### src/rtl/mem_arbiter_if.sv
// Bundle of the fetch port, the load/store port and the unified memory bus
// seen by the arbiter. The master modport is the arbiter's view and the slave
// modport is the view of the core plus memory model around it.
interface mem_arbiter_if #(
    parameter int AW = 32,
    parameter int DW = 32
);
    logic          i_req;
    logic [AW-1:0] i_addr;
    logic          i_done;
    logic [DW-1:0] i_rdata;

    logic          d_req;
    logic          d_we;
    logic [AW-1:0] d_addr;
    logic [DW-1:0] d_wdata;
    logic          d_done;
    logic [DW-1:0] d_rdata;

    logic          mem_req;
    logic          mem_we;
    logic [AW-1:0] mem_addr;
    logic [DW-1:0] mem_wdata;
    logic          mem_gnt;
    logic          mem_rvalid;
    logic [DW-1:0] mem_rdata;

    logic          stall;

    modport master (
        input  i_req, i_addr, d_req, d_we, d_addr, d_wdata,
               mem_gnt, mem_rvalid, mem_rdata,
        output i_done, i_rdata, d_done, d_rdata,
               mem_req, mem_we, mem_addr, mem_wdata, stall
    );

    modport slave (
        output i_req, i_addr, d_req, d_we, d_addr, d_wdata,
               mem_gnt, mem_rvalid, mem_rdata,
        input  i_done, i_rdata, d_done, d_rdata,
               mem_req, mem_we, mem_addr, mem_wdata, stall
    );
endinterface

### src/rtl/mem_arbiter.sv
// mem_arbiter: shares one single-port memory between the core's fetch port
// and its load/store port. One transaction is in flight at a time; data wins
// ties unless fetch has already lost MAX_WAIT arbitrations in a row.
module mem_arbiter #(
    parameter int AW       = 32,
    parameter int DW       = 32,
    parameter int MAX_WAIT = 4
) (
    input logic           clk,
    input logic           reset_n,
    mem_arbiter_if.master bus
);
    typedef enum logic [1:0] {IDLE, ISSUE, RESP, DONE} state_t;
    typedef enum logic {OWN_FETCH = 1'b0, OWN_DATA = 1'b1} owner_t;

    localparam logic [3:0] MAX_CNT = 4'(MAX_WAIT);

    state_t        r_state;
    state_t        w_nextState;
    owner_t        r_owner;
    logic [3:0]    r_starveCnt;
    logic          r_memWe;
    logic [AW-1:0] r_memAddr;
    logic [DW-1:0] r_memWdata;
    logic [DW-1:0] r_iRdata;
    logic [DW-1:0] r_dRdata;

    logic w_anyReq;
    logic w_bothReq;
    logic w_selFetch;
    logic w_memReq;
    logic w_iDone;
    logic w_dDone;

    assign w_anyReq   = bus.i_req | bus.d_req;
    assign w_bothReq  = bus.i_req & bus.d_req;
    assign w_selFetch = bus.i_req & (~bus.d_req | (r_starveCnt == MAX_CNT));

    // State register; reset drops straight to IDLE so mem_req falls at once.
    always_ff @(posedge clk or negedge reset_n) begin
        if (!reset_n) begin
            r_state <= IDLE;
        end else begin
            r_state <= w_nextState;
        end
    end

    // Next-state logic: IDLE picks a requester, ISSUE waits for grant,
    // RESP waits for the response, DONE lasts exactly one cycle.
    always_comb begin
        w_nextState = r_state;
        case (r_state)
            IDLE:    if (w_anyReq)       w_nextState = ISSUE;
            ISSUE:   if (bus.mem_gnt)    w_nextState = RESP;
            RESP:    if (bus.mem_rvalid) w_nextState = DONE;
            DONE:                        w_nextState = IDLE;
            default:                     w_nextState = IDLE;
        endcase
    end

    // Output decode: request only while issuing, done only for the owner.
    always_comb begin
        w_memReq = 1'b0;
        w_iDone  = 1'b0;
        w_dDone  = 1'b0;
        case (r_state)
            ISSUE: w_memReq = 1'b1;
            DONE: begin
                w_iDone = (r_owner == OWN_FETCH);
                w_dDone = (r_owner == OWN_DATA);
            end
            default: ;
        endcase
    end

    // Selection: latch owner and the request fields so later input changes
    // cannot disturb the transaction, and track fetch's consecutive losses.
    always_ff @(posedge clk or negedge reset_n) begin
        if (!reset_n) begin
            r_owner     <= OWN_DATA;
            r_starveCnt <= '0;
            r_memWe     <= 1'b0;
            r_memAddr   <= '0;
            r_memWdata  <= '0;
        end else if (r_state == IDLE && w_anyReq) begin
            if (w_selFetch) begin
                r_owner     <= OWN_FETCH;
                r_starveCnt <= '0;
                r_memWe     <= 1'b0;
                r_memAddr   <= bus.i_addr;
                r_memWdata  <= '0;
            end else begin
                r_owner    <= OWN_DATA;
                r_memWe    <= bus.d_we;
                r_memAddr  <= bus.d_addr;
                r_memWdata <= bus.d_wdata;
                if (w_bothReq && r_starveCnt < MAX_CNT) begin
                    r_starveCnt <= r_starveCnt + 4'd1;
                end
            end
        end
    end

    // Response capture: only in RESP, and stores leave the load data alone.
    always_ff @(posedge clk or negedge reset_n) begin
        if (!reset_n) begin
            r_iRdata <= '0;
            r_dRdata <= '0;
        end else if (r_state == RESP && bus.mem_rvalid) begin
            if (r_owner == OWN_FETCH) begin
                r_iRdata <= bus.mem_rdata;
            end else if (!r_memWe) begin
                r_dRdata <= bus.mem_rdata;
            end
        end
    end

    assign bus.mem_req   = w_memReq;
    assign bus.mem_we    = r_memWe;
    assign bus.mem_addr  = r_memAddr;
    assign bus.mem_wdata = r_memWdata;
    assign bus.i_done    = w_iDone;
    assign bus.d_done    = w_dDone;
    assign bus.i_rdata   = r_iRdata;
    assign bus.d_rdata   = r_dRdata;
    assign bus.stall     = w_anyReq & ~(w_iDone | w_dDone);
endmodule

### src/flat_wrapper.sv
// flat-port wrapper written by rule: the top's interface ports become plain ports
module mem_arbiter_flat 
#(
    parameter int AW       = 32,
    parameter int DW       = 32,
    parameter int MAX_WAIT = 4
)
  (clk, reset_n, bus_i_req, bus_i_addr, bus_d_req, bus_d_we, bus_d_addr, bus_d_wdata, bus_mem_gnt, bus_mem_rvalid, bus_mem_rdata, bus_i_done, bus_i_rdata, bus_d_done, bus_d_rdata, bus_mem_req, bus_mem_we, bus_mem_addr, bus_mem_wdata, bus_stall);
  mem_arbiter_if #(.AW(AW), .DW(DW)) bus_i ();
  input logic clk;
  input logic reset_n;
  input wire logic [$bits(bus_i.i_req)-1:0] bus_i_req;
  input wire logic [$bits(bus_i.i_addr)-1:0] bus_i_addr;
  input wire logic [$bits(bus_i.d_req)-1:0] bus_d_req;
  input wire logic [$bits(bus_i.d_we)-1:0] bus_d_we;
  input wire logic [$bits(bus_i.d_addr)-1:0] bus_d_addr;
  input wire logic [$bits(bus_i.d_wdata)-1:0] bus_d_wdata;
  input wire logic [$bits(bus_i.mem_gnt)-1:0] bus_mem_gnt;
  input wire logic [$bits(bus_i.mem_rvalid)-1:0] bus_mem_rvalid;
  input wire logic [$bits(bus_i.mem_rdata)-1:0] bus_mem_rdata;
  output wire logic [$bits(bus_i.i_done)-1:0] bus_i_done;
  output wire logic [$bits(bus_i.i_rdata)-1:0] bus_i_rdata;
  output wire logic [$bits(bus_i.d_done)-1:0] bus_d_done;
  output wire logic [$bits(bus_i.d_rdata)-1:0] bus_d_rdata;
  output wire logic [$bits(bus_i.mem_req)-1:0] bus_mem_req;
  output wire logic [$bits(bus_i.mem_we)-1:0] bus_mem_we;
  output wire logic [$bits(bus_i.mem_addr)-1:0] bus_mem_addr;
  output wire logic [$bits(bus_i.mem_wdata)-1:0] bus_mem_wdata;
  output wire logic [$bits(bus_i.stall)-1:0] bus_stall;
  assign bus_i.i_req = bus_i_req;
  assign bus_i.i_addr = bus_i_addr;
  assign bus_i.d_req = bus_d_req;
  assign bus_i.d_we = bus_d_we;
  assign bus_i.d_addr = bus_d_addr;
  assign bus_i.d_wdata = bus_d_wdata;
  assign bus_i.mem_gnt = bus_mem_gnt;
  assign bus_i.mem_rvalid = bus_mem_rvalid;
  assign bus_i.mem_rdata = bus_mem_rdata;
  assign bus_i_done = bus_i.i_done;
  assign bus_i_rdata = bus_i.i_rdata;
  assign bus_d_done = bus_i.d_done;
  assign bus_d_rdata = bus_i.d_rdata;
  assign bus_mem_req = bus_i.mem_req;
  assign bus_mem_we = bus_i.mem_we;
  assign bus_mem_addr = bus_i.mem_addr;
  assign bus_mem_wdata = bus_i.mem_wdata;
  assign bus_stall = bus_i.stall;
  mem_arbiter #(.AW(AW), .DW(DW), .MAX_WAIT(MAX_WAIT)) u_core (.clk(clk), .reset_n(reset_n), .bus(bus_i));
endmodule
### config.mk
export PLATFORM = sky130hd
export DESIGN_NAME = mem_arbiter_flat
export DESIGN_NICKNAME = d
export VERILOG_FILES = /design/src/rtl/mem_arbiter_if.sv /design/src/rtl/mem_arbiter.sv /design/src/flat_wrapper.sv
export SDC_FILE = /design/constraint.sdc
export NUM_CORES = 1
export LEC_CHECK = 0
export ABC_AREA = 1
export BUFFER_PORTS_ARGS = -buffer_cell sky130_fd_sc_hd__buf_2
export CAP_MARGIN = 20
export CORE_MARGIN = 5
export CORE_UTILIZATION = 47
export CTS_CLUSTER_SIZE = 28
export DETAILED_ROUTE_END_ITERATION = 12
export PLACE_DENSITY = 0.8
export SYNTH_ARGS = -nofsm -noshare
export SYNTH_HDL_FRONTEND = slang
export SYNTH_SLANG_ARGS = --single-unit
export TNS_END_PERCENT = 10
### constraint.sdc
create_clock -name clk -period 1.7 [get_ports clk]
set_clock_uncertainty 0.05 [all_clocks]
set_input_delay 0.255 -clock clk [delete_from_list [all_inputs] [get_ports clk]]
set_output_delay 0.255 -clock clk [all_outputs]
set_load 0.03 [all_outputs]
==> impl_metrics.csv <==
group,metric,value,unit
run_status,outcome,"complete, no violations",
detailed_routing,routedWlPerCell,13.6,um
timing,final.period_utilization,0.971,
cts,insertion_delay,0.40,ns
setup_path,worstSetupEndpointType,"primary output",
global_route,grt_pass1_wl,25600,um
global_route,antenna_found_initial,0,
layout,syn2layout_area_growth,37.0,%
floorplanning,io_pins,268,
setup_path,crit_required,1.39,ns
worst_hold_path,whs_endpoint,"u_core.bus.mem_wdata[30]",
yosys,synthTopCellsByArea,"dfrtp_1 57%, nand2_1 15%, nand3_1 8.1%",
power_and_ir_drop,cellLeakagePower,4.90,nW
global_route,first_global_vias,5406,
cts,h-tree-depth,4,
cts,cts.sinks,136,
layout,finalNetCount,1125,
timing,maxSlewViolCount,0,
setup_path,start_kind,"flop",
timing,setup_violations,0,
place,place.port_buffers,267,
yosys,syn-instance-count,720,
layout,mostFrequentLayoutCell,"buf_2",
setup_path,r2r_setup_slack,0.17,ns
cts,cts_tree,"done",
cts,clk_pin_slew,0.06,ns
floorplanning,dieArea,0.0150,mm^2
global_route,grt_start_max_net_pins,65,
timing,rsz0062_at_grt,"true",
yosys,synth.largest_area_cell,"dfrtp_1",
place,gp_congestion,0.787,
layout,fin_area,0.00817,mm^2
yosys,synth_seq_cells,136,
cts,cts_buffers,17,
timing,slew_headroom,0.688,
worst_hold_path,hp-class,"in2reg",
setup_path,worstPathArrival,1.35,ns
worst_hold_path,worstHoldStart,"bus_d_wdata[30]",
layout,final_cell_mix,"263 x buf_2, 243 x nand2_1, 134 x dfrtp_1",
timing,period_needed,1.65,ns
setup_path,critPathMaxFanout,5,
floorplanning,rows,41,
detailed_routing,firstDrtPassIters,5,
cts,clock-root-buffer,"clkbuf_16",
detailed_routing,wirelength,15900,um
detailed_routing,first_iter_violations,319,
floorplanning,start_util,0.476,
detailed_routing,vias,5495,
yosys,synth_cell_types,21,
flow_run,maxCapViolCount,0,
yosys,synth_area_per_cell,8.28,um^2
floorplanning,fp.coreArea,0.0125,mm^2
place,dpl.hpwl,11800,um
global_route,grt_overflow,0,
yosys,synth_seq_area_share,0.571,
timing,tightest_slew,0.468,ns
power_and_ir_drop,ir_drop,1.19,mV
setup_path,path_class,"reg2out",
detailed_routing,ant_nets,0,
place,placed_area,0.00756,mm^2
setup_path,worst_r2r_startpoint,"u_core.r_state[0]",
detailed_routing,vias_per_cell,4.70,
setup_path,crit_start,"u_core.r_state[1]",
yosys,synth_top_area_share,0.567,
layout,utilization,0.653,
cts,clock_path_buffers,2,
layout,n_fill_cell,1090,
timing,hold_violations,0,
setup_path,r2r_end,"u_core.bus.mem_wdata[26]",
setup_path,reg2reg_depth,8,
power_and_ir_drop,powerDensity,2040,mW/mm^2
floorplanning,die_h,123,um
detailed_routing,drc_errors,0,
layout,drive_above_1_share,0.331,
cts,post_cts_buffers,0,
layout,antennaDiodeCount,0,
timing,clock.fmax,606,MHz
global_route,grt_usage,0.215,
worst_hold_path,whs_path_depth,3,
yosys,syn_nets,862,
yosys,yosysWarnings,0,
yosys,synthesis.area,0.00596,mm^2
floorplanning,die_w,123,um
layout make-up:
class                      instances  area (um^2)  area share
clock inverter                    10         93.8      0.0115
multi-input combinational        431         1940       0.237
sequential                       136         3410       0.417
inverter                         113          424      0.0519
clock buffer                      22          474      0.0580
tap                              172          215      0.0263
timing repair buffer             284         1620       0.198
metrics by stage:
stage                     hold slack [ns]  TNS (ns)  power (mW)  worst slack [ns]  cells
after floorplan                   -0.0906         0        10.7             0.197    720
after global placement              0.168         0        13.0             0.166   1135
after detailed placement            0.176         0        13.2            0.0737   1135
after CTS                         0.00304         0        16.8           0.00976   1168
after global routing               0.0177  -0.00192        17.7          -0.00100   1168
final                              0.0192         0        16.7            0.0489   1168
power breakdown:
part | switching [mW] | internal (mW)
Clock | 1.33 | 2.13
Combinational | 5.44 | 2.26
Sequential | 0.791 | 4.71
Total | 7.57 | 9.10
cells in the mapped netlist:
cell type  number
dfrtp_1       135
buf_2          17
inv_1         108
nand3_1        97
o21ai_0        32
nor2_1          6
nand4_1         1
xor2_1          1
clkbuf_1       16
o211ai_1        1
dfstp_2         1
inv_2           4
buf_6           3
nor2_4          2
nand3_2         1
o21ai_1        36
clkinv_1        1
nand2_2         2
nand2_1       245
ha_1            7
buf_4           4
kinds of logic (layout without fill, tap and decap cells):
kind of cell,after synthesis,count (layout),synth area share
AO/OA/AOI/OAI,69,69,0.0584
buffers and inverters,153,429,0.106
adder cells (fa/ha/maj),7,7,0.0147
XOR/XNOR,1,1,0.00147
flip-flops,136,136,0.571
AND/OR/NAND/NOR,354,354,0.248
routing by layer:
metal  part of all wire  wire (um)  global-route usage  vias up
met3              0.066       1040              0.0484       42
met1               0.40       6370               0.268     2523
li1                   -          -                   -     2737
met4              0.033        517              0.0987        0
met2               0.50       7930               0.358      193
met5                  0          0                   0        -
timing repair:
item / 4_1_cts / 5_1_grt
gates resized for setup: 1 / 11
setup endpoints to repair: 1 / 67
pin swaps: 0 / 1
hold buffers: 1 / 0
endpoints found under the hold margin: 40 / 0
critical path, cell delays in order (launching register included):
cell	delay [ns]
dfrtp_1	0.42
ha_2	0.21
nand2_1	0.05
inv_1	0.07
clkbuf_4	0.19
registers in the layout (all words and copies together), names as in the netlist:
name	count
u_core.bus.mem_addr	32
u_core.r_state	2
u_core.r_owner	1
u_core.bus.d_rdata	32
u_core.bus.i_rdata	32
u_core.bus.mem_we	1
u_core.r_starveCnt	4
u_core.bus.mem_wdata	32
worst max-delay path by stage:
stage / endpoint / slack, ns
2_1_floorplan: u_core.bus.d_rdata[10] / 0.20
3_3_place_gp: u_core.bus.mem_wdata[12] / 0.17
3_5_place_dp: u_core.bus.mem_wdata[11] / 0.07
4_1_cts: bus_d_done / 0.01
5_1_grt: bus_stall / -0.001
6_report: bus_d_done / 0.05
No activity file was read; power rests on OpenSTA's default activity.
